$ cat src/rtl/logic_unit_scheduler_if.sv
// Station-side request/operand bus and CDB result handshake for the logic-unit scheduler.
// master = stations/CDB environment, slave = scheduler.
interface logic_unit_scheduler_if #(
  parameter int WIDTH = 32,
  parameter int TAG_W = 4
);
  logic                 FLUSH;
  logic [2:0]           RS_REQ;
  logic [8:0]           RS_OP;
  logic [3*WIDTH-1:0]   RS_A;
  logic [3*WIDTH-1:0]   RS_B;
  logic [3*TAG_W-1:0]   RS_TAG;
  logic [2:0]           RS_GNT;
  logic                 CDB_REQ;
  logic                 CDB_GNT;
  logic [TAG_W-1:0]     CDB_TAG;
  logic [WIDTH-1:0]     CDB_DATA;
  logic                 BUSY;

  modport master (
    output FLUSH, RS_REQ, RS_OP, RS_A, RS_B, RS_TAG, CDB_GNT,
    input  RS_GNT, CDB_REQ, CDB_TAG, CDB_DATA, BUSY
  );

  modport slave (
    input  FLUSH, RS_REQ, RS_OP, RS_A, RS_B, RS_TAG, CDB_GNT,
    output RS_GNT, CDB_REQ, CDB_TAG, CDB_DATA, BUSY
  );
endinterface

$ cat src/rtl/logic_unit_scheduler.sv
// Round-robin scheduler sharing one bitwise logic datapath between three reservation
// stations: EX operand capture, WB result register held until the CDB accepts it.
module logic_unit_scheduler #(
  parameter int WIDTH = 32,
  parameter int TAG_W = 4
) (
  input  logic                    clk,
  input  logic                    reset,
  logic_unit_scheduler_if.slave   bus
);

  logic               r_ex_valid;
  logic [2:0]         r_ex_op;
  logic [WIDTH-1:0]   r_ex_a;
  logic [WIDTH-1:0]   r_ex_b;
  logic [TAG_W-1:0]   r_ex_tag;
  logic               r_wb_valid;
  logic [WIDTH-1:0]   r_wb_data;
  logic [TAG_W-1:0]   r_wb_tag;
  logic [1:0]         r_rr;

  logic               w_drain;
  logic               w_adv;
  logic               w_can_issue;
  logic               w_found;
  logic [1:0]         w_sel;
  logic [1:0]         w_cand [3];
  logic [2:0]         w_gnt;
  logic [2:0]         w_op;
  logic [WIDTH-1:0]   w_a;
  logic [WIDTH-1:0]   w_b;
  logic [TAG_W-1:0]   w_tag;
  logic [WIDTH-1:0]   w_result;

  assign w_drain     = r_wb_valid & bus.CDB_GNT;
  assign w_adv       = r_ex_valid & (~r_wb_valid | w_drain);
  assign w_can_issue = ~r_ex_valid | w_adv;

  // Scan order rr, rr+1, rr+2 (mod 3); no grant while reset/FLUSH so nothing is consumed.
  always_comb begin
    w_cand[0] = r_rr;
    w_cand[1] = (r_rr == 2'd2) ? 2'd0 : r_rr + 2'd1;
    w_cand[2] = (r_rr == 2'd0) ? 2'd2 : r_rr - 2'd1;
    w_found   = 1'b0;
    w_sel     = 2'd0;
    if (w_can_issue && !reset && !bus.FLUSH) begin
      for (int unsigned k = 0; k < 3; k++) begin
        if (!w_found && bus.RS_REQ[w_cand[k]]) begin
          w_found = 1'b1;
          w_sel   = w_cand[k];
        end
      end
    end
    w_gnt = '0;
    if (w_found) w_gnt[w_sel] = 1'b1;
  end

  always_comb begin
    w_op  = '0;
    w_a   = '0;
    w_b   = '0;
    w_tag = '0;
    for (int unsigned s = 0; s < 3; s++) begin
      if (w_sel == 2'(s)) begin
        w_op  = bus.RS_OP[3*s +: 3];
        w_a   = bus.RS_A[WIDTH*s +: WIDTH];
        w_b   = bus.RS_B[WIDTH*s +: WIDTH];
        w_tag = bus.RS_TAG[TAG_W*s +: TAG_W];
      end
    end
  end

  always_comb begin
    case (r_ex_op)
      3'b000:  w_result = r_ex_a & r_ex_b;
      3'b001:  w_result = r_ex_a | r_ex_b;
      3'b010:  w_result = ~(r_ex_a & r_ex_b);
      3'b011:  w_result = ~(r_ex_a | r_ex_b);
      3'b100:  w_result = r_ex_a ^ r_ex_b;
      3'b101:  w_result = ~(r_ex_a ^ r_ex_b);
      3'b110:  w_result = ~r_ex_a;
      default: w_result = r_ex_a;
    endcase
  end

  always_ff @(posedge clk) begin
    if (reset) begin
      r_ex_valid <= 1'b0;
      r_ex_op    <= '0;
      r_ex_a     <= '0;
      r_ex_b     <= '0;
      r_ex_tag   <= '0;
      r_wb_valid <= 1'b0;
      r_wb_data  <= '0;
      r_wb_tag   <= '0;
      r_rr       <= 2'd0;
    end else if (bus.FLUSH) begin
      // CDB_DATA/CDB_TAG deliberately keep their last values across a flush.
      r_ex_valid <= 1'b0;
      r_wb_valid <= 1'b0;
      r_rr       <= 2'd0;
    end else begin
      if (w_found) begin
        r_ex_valid <= 1'b1;
        r_ex_op    <= w_op;
        r_ex_a     <= w_a;
        r_ex_b     <= w_b;
        r_ex_tag   <= w_tag;
        r_rr       <= (w_sel == 2'd2) ? 2'd0 : w_sel + 2'd1;
      end else if (w_adv) begin
        r_ex_valid <= 1'b0;
      end
      if (w_adv) begin
        r_wb_valid <= 1'b1;
        r_wb_data  <= w_result;
        r_wb_tag   <= r_ex_tag;
      end else if (w_drain) begin
        r_wb_valid <= 1'b0;
      end
    end
  end

  assign bus.RS_GNT   = w_gnt;
  assign bus.CDB_REQ  = r_wb_valid;
  assign bus.CDB_DATA = r_wb_data;
  assign bus.CDB_TAG  = r_wb_tag;
  assign bus.BUSY     = r_ex_valid | r_wb_valid;

endmodule
$ cat src/flat_wrapper.sv
// flat-port wrapper written by rule: the top's interface ports become plain ports
module logic_unit_scheduler_flat 
#(
  parameter int WIDTH = 32,
  parameter int TAG_W = 4
)
  (clk, reset, bus_FLUSH, bus_RS_REQ, bus_RS_OP, bus_RS_A, bus_RS_B, bus_RS_TAG, bus_CDB_GNT, bus_RS_GNT, bus_CDB_REQ, bus_CDB_TAG, bus_CDB_DATA, bus_BUSY);
  logic_unit_scheduler_if #(.WIDTH(WIDTH), .TAG_W(TAG_W)) bus_i ();
  input  logic clk;
  input  logic reset;
  input wire logic [$bits(bus_i.FLUSH)-1:0] bus_FLUSH;
  input wire logic [$bits(bus_i.RS_REQ)-1:0] bus_RS_REQ;
  input wire logic [$bits(bus_i.RS_OP)-1:0] bus_RS_OP;
  input wire logic [$bits(bus_i.RS_A)-1:0] bus_RS_A;
  input wire logic [$bits(bus_i.RS_B)-1:0] bus_RS_B;
  input wire logic [$bits(bus_i.RS_TAG)-1:0] bus_RS_TAG;
  input wire logic [$bits(bus_i.CDB_GNT)-1:0] bus_CDB_GNT;
  output wire logic [$bits(bus_i.RS_GNT)-1:0] bus_RS_GNT;
  output wire logic [$bits(bus_i.CDB_REQ)-1:0] bus_CDB_REQ;
  output wire logic [$bits(bus_i.CDB_TAG)-1:0] bus_CDB_TAG;
  output wire logic [$bits(bus_i.CDB_DATA)-1:0] bus_CDB_DATA;
  output wire logic [$bits(bus_i.BUSY)-1:0] bus_BUSY;
  assign bus_i.FLUSH = bus_FLUSH;
  assign bus_i.RS_REQ = bus_RS_REQ;
  assign bus_i.RS_OP = bus_RS_OP;
  assign bus_i.RS_A = bus_RS_A;
  assign bus_i.RS_B = bus_RS_B;
  assign bus_i.RS_TAG = bus_RS_TAG;
  assign bus_i.CDB_GNT = bus_CDB_GNT;
  assign bus_RS_GNT = bus_i.RS_GNT;
  assign bus_CDB_REQ = bus_i.CDB_REQ;
  assign bus_CDB_TAG = bus_i.CDB_TAG;
  assign bus_CDB_DATA = bus_i.CDB_DATA;
  assign bus_BUSY = bus_i.BUSY;
  logic_unit_scheduler #(.WIDTH(WIDTH), .TAG_W(TAG_W)) u_core (.clk(clk), .reset(reset), .bus(bus_i));
endmodule
$ cat config.mk
export PLATFORM = sky130hd
export DESIGN_NAME = logic_unit_scheduler_flat
export DESIGN_NICKNAME = d
export VERILOG_FILES = /design/src/rtl/logic_unit_scheduler_if.sv /design/src/rtl/logic_unit_scheduler.sv /design/src/flat_wrapper.sv
export SDC_FILE = /design/constraint.sdc
export NUM_CORES = 1
export LEC_CHECK = 0
export ABC_AREA = 1
export CORE_ASPECT_RATIO = 2
export CORE_MARGIN = 2
export CORE_UTILIZATION = 44
export DETAILED_ROUTE_END_ITERATION = 6
export PLACE_DENSITY = 0.75
export SYNTH_ARGS = -nofsm -noshare
export SYNTH_HDL_FRONTEND = slang
export SYNTH_SLANG_ARGS = --single-unit
$ cat constraint.sdc
create_clock -name clk -period 2 [get_ports clk]
set_clock_uncertainty 0.2 [all_clocks]
set_input_delay 0.2 -clock clk [delete_from_list [all_inputs] [get_ports clk]]
set_output_delay 0.2 -clock clk [all_outputs]
set_load 0.01 [all_outputs]
==> After elaboration in Yosys (flattened, before gate mapping) <==
Index checks and enable logic that the tools add are counted.
{ "word_totals": {"wordCells": 97, "regBits": 111, "in_bits": 220, "output_inout_bits": 41} }
{ "classes": {"order_cmp": 5, "n_reduce_logical": 17, "bitwise": 15, "n_mux": 39, "n_eq_ne": 9, "n_addsub": 3} }
{ "ops": {"columns": ["operator", "count"], "rows": [
  ["$pmux W32 S7", 1],
  ["$mux W32", 6],
  ["$not A32 Y32", 4],
  ["$and A32 B32 Y32", 1],
  ["$or A32 B32 Y32", 1],
  ["$xor A32 B32 Y32", 1],
  ["$mux W1", 14],
  ["$mux W2", 7],
  ["$lt A2 B3 Y1 const B", 4],
  ["$mux W3", 4],
  ["$mux W4", 3],
  ["$eq A3 B3 Y1 const B", 3],
  ["$bmux W1 S2", 3],
  ["$eq A3 B2 Y1 const B", 2],
  ["$logic_and A1 B1 Y1", 5],
  ["$add A2 B1 Y2 const B", 2],
  ["$eq A2 B2 Y1 const B", 2],
  ["$logic_not A1 Y1", 4],
  ["$logic_not A2 Y1", 2],
  ["$reduce_and A2 Y1", 2],
  ["$reduce_bool A2 Y1", 2],
  ["$eq A3 B1 Y1 const B", 1],
  ["$logic_not A3 Y1", 1],
  ["$not A1 Y1", 3],
  ["other kinds (7)", 10]
]} }

==> Depth between registers and ports, before layout <==
Gate-level depths: netlist of the first run.
{ "depth": {"ltp_word": 20, "depth_mapped": 15, "ltp_nobuf": 14} }

==> Worst setup path before layout of the first run <==
Ideal clock, no wire load.
{ "synth_path": {"kind": "register to register", "from": "register u_core.r_rr[0]", "to": "register u_core.r_ex_b[25]", "required_time_ps": 1691, "period_less_slack_ps": 2198, "path_buffers": 1, "t_arrival_ps": 1889, "path_stages_with_launch": 13, "setup_time_ps": 109, "slack_ps": -198, "cell_sequence": "dfxtp_1 > inv_2 > ha_1 > nand3b_1 > nand2_1 > nand4_2 > nand2_1 > nor2_4 > buf_2 > nand2_1 > nand4_1 > nand2_1 > inv_1"} }
{ "synth_via": {"elab_chain_cells": 16, "elab_cells_between_ends": 33, "classes_between": "2 x add/sub; 3 x eq/ne; 21 x mux; 7 x reduce/logical"} }
{ "synth_rtl": {"columns": ["element", "line", "text"], "rows": [
  ["start, declared", "logic_unit_scheduler.sv:20", "logic [1:0] r_rr;"],
  ["start signal, assigned", "logic_unit_scheduler.sv:109", "r_rr <= (w_sel == 2'd2) ? 2'd0 : w_sel + 2'd1;"],
  ["branches (longest 16 deep; another with $add A2 B1 Y2)", null, null],
  ["end signal, assigned", "logic_unit_scheduler.sv:107", "r_ex_b <= w_b;"],
  ["end, declared", "logic_unit_scheduler.sv:15", "logic [WIDTH-1:0] r_ex_b;"]
]} }
Several ways; the timed one is not identified. The select of a mux whose other input is x is not followed.
A chain may end at the register's enable or synchronous reset.

==> Worst setup path in the final report of the first run <==
{ "layout_path": {"from": "register u_core.r_rr[1]", "to": "register u_core.r_ex_a[27]"} }
{ "layout_via": {"elab_chain_cells": 16, "elab_cells_between_ends": 33, "classes_between": "2 x add/sub; 3 x eq/ne; 21 x mux; 7 x reduce/logical"} }
{ "layout_rtl": {"columns": ["element", "line", "text"], "rows": [
  ["branches (longest 16 deep; another with $add A2 B1 Y2)", null, null],
  ["end signal, assigned", "logic_unit_scheduler.sv:106", "r_ex_a <= w_a;"],
  ["end, declared", "logic_unit_scheduler.sv:14", "logic [WIDTH-1:0] r_ex_a;"]
]} }
Several ways; the timed one is not identified. The select of a mux whose other input is x is not followed.

==> summary.txt, run 1 <==
Floorplanning
  – Overall die area: 0.0217 mm2
  – Core area: 0.0203 mm2
  – Initial core utilization: 44.5%
  – # rows: 74
  – Die Y: 207 um
  – I/O Pins: 261
  – Die Width: 105 um

Pwr
  – Pwr/cell area: 467 mW/mm2
  – Sequential share of power: 36.1%
  – Internal: 4460 uW
  – Logic pwr share: 37.2%
  – Clock share of power: 26.8%
  – VDD IR max: 0.395 mV
  – Switching Fraction: 33.3%
  – Leak pwr: 0.00639 uW
  – Sw power: 2230 uW

Flow run
  – Max_cap viols: 0

CTS
  – TritonCTS clock tree: yes
  – Clock Pin Slew Worst Setup and Hold Paths: 0.07 ns
  – Root buf cell: clkbuf_16
  – Longest Clk Path Bufs: 2
  – Cts bufs inserted: 9
  – Clock Sinks: 111
  – Clock latency on the worst-skew pair: 0.36 ns
  – H-tree lvl count: 3

Worst setup path
  – RR Startpoint: u_core.r_rr[1]
  – Crit start category: flip-flop
  – CP required: 2.01 ns
  – Crit Path Max Fanout: 10
  – Class of the most critical setup path: reg2reg
  – Reg2Reg Depth: 14
  – Crit path launch: u_core.r_rr[1]
  – CP endpoint: u_core.r_ex_a[27]
  – CP arrival: 2.53 ns
  – CP Capture Type: flip-flop
  – Flop2flop setup slack: -0.51 ns
  – Reg-to-reg endpoint: u_core.r_ex_a[27]

Run status
  – Outcome: finished with violations
  – Failing checks: negative setup slack

Yosys
  – Synthesized area: 0.00902 mm2
  – EDFF count, synth: 0
  – Post-Syn Nets: 1,793
  – Yosys reg bits: 111
  – Post-synth cell types: 29
  – Most used DFF post-synth: dfxtp_1
  – Sequential area share after synthesis: 24.6%
  – Gate Count Post-Synth: 1,506
  – Synth Warn #: 0
  – Synthesized area per cell: 5.99 um2
  – Post-synth ARST share: 0%

Global routing
  – Gr ovfl total: 0
  – Global Route Usage Sum: 34.0%
  – Initial antenna violation count: 3
  – Largest net degree at the start of global routing: 70
  – First-pass GRT wire length: 58.1 mm
  – Number of global-route vias before repair: 11,400

STA
  – Least-Margin Pin Slew: 0.838 ns
  – Period Utilization, post-route: 126%
  – Min Tclk post-route: 2.51 ns
  – # setup viols final: 75
  – Final slew viol count: 0
  – Slew HR: 44.1%
  – Final Hold Vio Count: 0
  – RSZ-0062 raised after global routing: true
  – FMAX: 0.398 GHz
  – Final setup margin: -0.514 ns
  – Setup TNS: -30.15 ns

Drt
  – DR DRC count: 0
  – ANT nets after route: 0
  – Wire length per cell: 18.8 um
  – Vias per cell: 5.54
  – Final WL: 39.1 mm
  – Vias: 11,500
  – Initial DRC Count: 771
  – 1st-pass router iterations: 5

Placed design
  – Port bufs: 260
  – Placed cells: 2,029
  – GPL Wtd Cong: 0.922
  – Dpl hpwl: 25.4 mm

Finish
  – Final std cells w/o fill: 2,082
  – Fraction of layout cells with a size suffix above 1: 17.4%
  – Final #Nets: 2,097
  – Util after Layout: 70.6%
  – Syn-to-layout area delta: 58.7%
  – Most frequent cells in the layout: nand2_1 (398), clkdlybuf4s50_1 (256), inv_1 (246)
  – Commonest non-fill, non-tap cell in the layout: nand2_1
  – # fillers: 1,647

Hold path
  – HP Class: in2reg
==> state kept, by name, indices dropped and copies added (netlist names) <==
name and cells:
u_core.bus.CDB_REQ 1, u_core.r_ex_a 32, u_core.bus.CDB_DATA 32, u_core.r_ex_valid 1
u_core.r_rr 2, u_core.bus.CDB_TAG 4, u_core.r_ex_tag 4, u_core.r_ex_op 3
u_core.r_ex_b 32
==> kinds of logic (layout without fill, tap and decap cells) <==
family | Yosys count | in the layout | synth area share (%)
AND/OR/NAND/NOR | 725 | 725 | 35.4
buffers and inverters | 365 | 671 | 15.8
AO/OA/AOI/OAI | 238 | 238 | 14.9
flip-flops | 111 | 111 | 24.6
adder cells (fa/ha/maj) | 67 | 67 | 9.29
other | 0 | 4 | 0
==> per-layer routing <==
metal	part of all wire [%]	vias up	GRT usage [%]	wire [um]
met1	34	5297	35.1	13200
met4	8.5	0	27.2	3330
met2	52	569	61.3	20300
met3	6.0	178	4.07	2330
li1	-	5494	-	-
met5	0	-	0	0
==> worst min-delay path by stage <==
| stage | cells past startpoint | slack [ns] | end | from |
|---|---|---|---|---|
| 2_1_floorplan | 3 | 0.16 | u_core.r_ex_valid | bus_FLUSH |
| 3_3_place_gp | 2 | 0.25 | u_core.bus.CDB_TAG[0] | u_core.r_ex_tag[0] |
| 3_5_place_dp | 2 | 0.25 | u_core.bus.CDB_DATA[31] | u_core.bus.CDB_DATA[31] |
| 4_1_cts | 4 | 0.005 | u_core.r_rr[1] | reset |
| 5_1_grt | 4 | 0.08 | u_core.r_rr[0] | reset |
| 6_report | 4 | 0.04 | u_core.r_rr[1] | reset |
==> per-stage QoR <==
| stage | hold slack (ns) | total power [uW] | setup WS (ns) | instance area (um2) |
|---|---|---|---|---|
| 3_3_place_gp | 0.249 | 4380 | -0.658 | 12600 |
| 2_1_floorplan | 0.165 | 3440 | -0.0113 | 9130 |
| 3_5_place_dp | 0.254 | 4430 | -0.636 | 12600 |
| 4_1_cts | 0.00516 | 6530 | -0.422 | 13900 |
| 5_1_grt | 0.0834 | 6970 | -0.617 | 14300 |
| 6_report | 0.0397 | 6690 | -0.514 | 14300 |
==> area by class of cell <==
cell class	count	area [um2]	share of cell area, %
diodes	4	10.0	0.0699
clock buffers	9	225	1.57
clock inverters	4	50.0	0.350
inverters	259	987	6.89
multi-input cells	1030	6080	42.5
flip-flops and latches	111	2230	15.6
well taps	266	333	2.32
repair buffers	399	4400	30.7
==> synth_stat cells, types with 2 or more instances <==
cell / n / share of area [%]
a31oi_1: 16 / 1.1
nor3_1: 2 / 0.11
ha_1: 67 / 9.3
nand3_2: 3 / 0.33
o22ai_1: 32 / 2.2
clkbuf_1: 52 / 2.2
nor4_1: 17 / 1.2
a211oi_1: 9 / 0.75
a31o_2: 5 / 0.49
inv_2: 5 / 0.21
inv_1: 254 / 11
o2111ai_1: 7 / 0.68
buf_2: 48 / 2.7
a21oi_1: 114 / 6.3
dfxtp_1: 111 / 25
nand4_1: 75 / 5.2
buf_1: 6 / 0.25
nor2_1: 42 / 1.7
nand2_1: 430 / 18
o21ai_0: 51 / 2.8
a31o_1: 3 / 0.29
nand3_1: 150 / 8.3
==> power by group through the flow <==
| stage | sequential (uW) | combinational, uW | clock (uW) |
|---|---|---|---|
| finish | 2410 | 2490 | 1790 |
| detailed placement | 2460 | 1970 | 0 |
| global placement | 2450 | 1930 | 0 |
| CTS | 2400 | 2330 | 1790 |
| floorplan | 2430 | 1010 | 0 |
| global route | 2420 | 2660 | 1880 |
==> critical path, stage by stage (launching register included) <==
cell      delay [ns]
dfxtp_4         0.37
inv_4           0.05
ha_4            0.25
nand3b_1        0.24
nand2_4         0.13
nand3_4         0.10
nand2_4         0.11
buf_6           0.11
buf_6           0.18
buf_12          0.16
nand4_1         0.11
nand2_1         0.10
inv_1           0.05
nand2_1         0.12
a21oi_1         0.07
==> repair_timing <==
action / 4_1_cts / 5_1_grt
endpoints found under the setup margin: 76 / 92
hold buffers: 1 / 0
hold endpoints to repair: 1 / 0
gates cloned: 13 / 8
pin swaps: 51 / 40
resized for setup: 147 / 76
buffers inserted: 18 / 3
Note: power is estimated with default switching activity, not from simulation.
==> run 2: changes to the inputs <==
--- a/config.mk
+++ b/config.mk
@@ -10,7 +10,7 @@
 export CORE_MARGIN = 2
 export CORE_UTILIZATION = 44
 export DETAILED_ROUTE_END_ITERATION = 6
-export PLACE_DENSITY = 0.75
+export PLACE_DENSITY_LB_ADDON = 0.08
 export SYNTH_ARGS = -nofsm -noshare
 export SYNTH_HDL_FRONTEND = slang
 export SYNTH_SLANG_ARGS = --single-unit
==> summary.txt, run 2 (synthesis results as in run 1) <==
Pwr
  – VDD IR max: 0.493 mV (was 0.395 mV)
  – Logic pwr share: 35.7% (was 37.2%)
  – Sequential share of power: 35.2% (was 36.1%)
  – Internal: 4600 uW (was 4460 uW)
  – Pwr/cell area: 476 mW/mm2 (was 467 mW/mm2)
  – Sw power: 2230 uW (about the same)
  – Clock share of power: 29.1% (was 26.8%)
  – Switching Fraction: 32.7% (was 33.3%)
  – Leak pwr: 0.00652 uW (was 0.00639 uW)

Finish
  – Fraction of layout cells with a size suffix above 1: 17.3% (was 17.4%)
  – Most frequent cells in the layout: nand2_1 (393), clkdlybuf4s50_1 (255), inv_1 (249) (was nand2_1 (398), clkdlybuf4s50_1 (256), inv_1 (246))
  – Final #Nets: 2,133 (was 2,097)
  – Commonest non-fill, non-tap cell in the layout: nand2_1 (unchanged)
  – # fillers: 1,712 (was 1,647)
  – Util after Layout: 70.8% (was 70.6%)
  – Syn-to-layout area delta: 59.2% (was 58.7%)

STA
  – FMAX: 0.404 GHz (was 0.398 GHz)
  – Final setup margin: -0.478 ns (was -0.514 ns)
  – Final Hold Vio Count: 0 (unchanged)
  – Period Utilization, post-route: 124% (was 126%)
  – Slew HR: 47.0% (was 44.1%)
  – Setup TNS: -27.19 ns (was -30.15 ns)
  – Final slew viol count: 0 (unchanged)
  – Min Tclk post-route: 2.48 ns (was 2.51 ns)
  – RSZ-0062 raised after global routing: true (unchanged)
  – Least-Margin Pin Slew: 0.795 ns (was 0.838 ns)
  – # setup viols final: 77 (was 75)

Floorplanning
  – Overall die area: 0.0217 mm2 (unchanged)
  – I/O Pins: 261 (unchanged)
  – Die Y: 207 um (unchanged)
  – # rows: 74 (unchanged)
  – Core area: 0.0203 mm2 (unchanged)
  – Die Width: 105 um (unchanged)
  – Initial core utilization: 44.5% (unchanged)

CTS
  – H-tree lvl count: 3 (unchanged)
  – TritonCTS clock tree: yes (unchanged)
  – Cts bufs inserted: 9 (unchanged)
  – Clock latency on the worst-skew pair: 0.38 ns (was 0.36 ns)
  – Root buf cell: clkbuf_16 (unchanged)
  – # hold bufs at CTS: 0 (was 1)
  – Longest Clk Path Bufs: 2 (unchanged)
  – Clock Pin Slew Worst Setup and Hold Paths: 0.08 ns (was 0.07 ns)
  – Clock Sinks: 111 (unchanged)

Placed design
  – Port bufs: 260 (unchanged)
  – Worst slack, placed: -0.711 ns (was -0.636 ns)
  – GPL Wtd Cong: 0.923 (was 0.922)
  – Dpl hpwl: 26.3 mm (was 25.4 mm)

Worst setup path
  – Worst path cell trace: inv_4 > ha_4 > nand3b_1 > nand2_2 > nand3_4 > nand2_4 > inv_2 > nor2_4 > nor2_1 > nand2_1 > inv_1 > buf_2 (was inv_4 > ha_4 > nand3b_1 > nand2_4 > nand3_4 > nand2_4 > buf_6 > buf_6 > buf_12 > nand4_1 > nand2_1 > inv_1 > nand2_1 > a21oi_1)
  – Crit start category: flip-flop (unchanged)
  – Crit. path cell count: 12 (was 14)
  – CP arrival: 2.08 ns (was 2.53 ns)
  – Reg2Reg Depth: 13 (was 14)
  – CP required: 1.60 ns (was 2.01 ns)
  – Top delay family on crit path: simple AND/OR/NAND/NOR gates (unchanged)
  – Class of the most critical setup path: reg2out (was reg2reg)
  – Crit-path slowest cell: dfxtp_4 (unchanged)
  – CP Capture Type: primary output (was flip-flop)
  – Critical path's largest stage delay: 0.38 ns (was 0.37 ns)
  – Flop2flop setup slack: -0.45 ns (was -0.51 ns)
  – Reg-to-reg endpoint: u_core.r_ex_b[5] (was u_core.r_ex_a[27])
  – Crit Path Max Fanout: 3 (was 10)
  – WP buf/inv: 4 (was 5)
  – RR Startpoint: u_core.r_rr[1] (unchanged)

Drt
  – DR DRC count: 0 (unchanged)
  – Final WL: 37.1 mm (was 39.1 mm)
  – Vias: 11,500 (about the same)
  – ANT nets after route: 0 (unchanged)
  – Initial DRC Count: 698 (was 771)
  – 1st-pass router iterations: 7 (was 5)
  – Vias per cell: 5.43 (was 5.54)
  – Wire length per cell: 17.5 um (was 18.8 um)

Global routing
  – Initial antenna violation count: 4 (was 3)
  – Global Route Usage Sum: 31.3% (was 34.0%)
  – Number of global-route vias before repair: 10,700 (was 11,400)
  – Gr ovfl total: 0 (unchanged)
  – First-pass GRT wire length: 54.2 mm (was 58.1 mm)
  – Largest net degree at the start of global routing: 67 (was 70)

Run status
  – Outcome: finished with violations (unchanged)
  – Failing checks: negative setup slack (unchanged)

Hold path
  – Hold endpoint: u_core.r_ex_valid (was u_core.r_rr[1])
  – HP Start: reset (unchanged)
  – HP Class: in2reg (unchanged)
  – Hold Path Depth: 5 (was 4)

Flow run
  – Max_cap viols: 0 (unchanged)
-- run 2: cell types whose count changed in the layout (fill, tap and decap cells not counted), moves of 9 or more --
| cell | change |
|---|---|
| buf_4 | +30 |
| buf_6 | +9 |
| nand3_2 | -30 |
| nand3_1 | +37 |
-- run 2: how the worst max path moves through the flow --
stage                         to           start  slack (ns)
4_1_cts            bus_RS_GNT[0]  u_core.r_rr[1]       -0.47
5_1_grt            bus_RS_GNT[0]  u_core.r_rr[0]       -0.60
3_3_place_gp    u_core.r_ex_b[4]   bus_RS_REQ[1]       -0.66
6_report           bus_RS_GNT[0]  u_core.r_rr[1]       -0.48
2_1_floorplan  u_core.r_ex_b[25]  u_core.r_rr[1]       -0.01
3_5_place_dp    u_core.r_ex_b[4]   bus_RS_REQ[1]       -0.71
-- run 2: power groups by stage --
stage | Sequential, uW | Clock, uW | Combinational [uW]
floorplan | 2430 | 0 | 1010
global placement | 2450 | 0 | 1960
detailed placement | 2450 | 0 | 1990
CTS | 2400 | 2000 | 2090
global route | 2420 | 2080 | 2630
finish | 2410 | 1990 | 2440
-- run 2: layer usage --
metal	global-route usage, %	vias to the layer above	part of all wire (%)
met5	0	-	0
met4	17.1	0	5.3
met3	4.67	114	5.9
met2	57.7	508	52
met1	33.9	5321	36
li1	-	5582	-
-- run 2: final cells by class --
type                            count  area [um2]  share of cell area (%)
Clock inverter                      5        67.6                   0.470
Antenna cell                        4        10.0                  0.0697
Sequential cell                   111        2230                    15.6
Inverter                          259         982                    6.84
Timing Repair Buffer              433        4620                    32.1
Tap cell                          266         333                    2.32
Multi-Input combinational cell   1032        5870                    40.8
Clock buffer                       11         253                    1.76
-- run 2: worst reg2reg max path, delay by kind of cell, from the launching register on --
| family | cells | cell delay [ns] |
|---|---|---|
| and+or+nand+nor | 7 | 0.85 |
| buffers and inverters | 4 | 0.56 |
| DFF | 1 | 0.38 |
| AOI/OAI and AO/OA | 1 | 0.14 |
| adders and majority gates | 1 | 0.24 |
-- run 2: per-stage QoR --
step	area [um2]	power, uW	instances	hold slack [ns]
floorplan	9130	3440	1506	0.165
global placement	12700	4400	2052	0.249
detailed placement	12700	4440	2052	0.254
CTS	13300	6500	2082	0.00870
global route	14400	7130	2121	0.0391
finish	14400	6830	2121	0.0147
-- run 2: repair_timing --
| item | 4_1_cts | 5_1_grt |
|---|---|---|
| pin swaps | 23 | 38 |
| gates cloned | 5 | 15 |
| endpoints found under the setup margin | 77 | 109 |
| setup buffers | 9 | 22 |
| resized for setup | 58 | 123 |
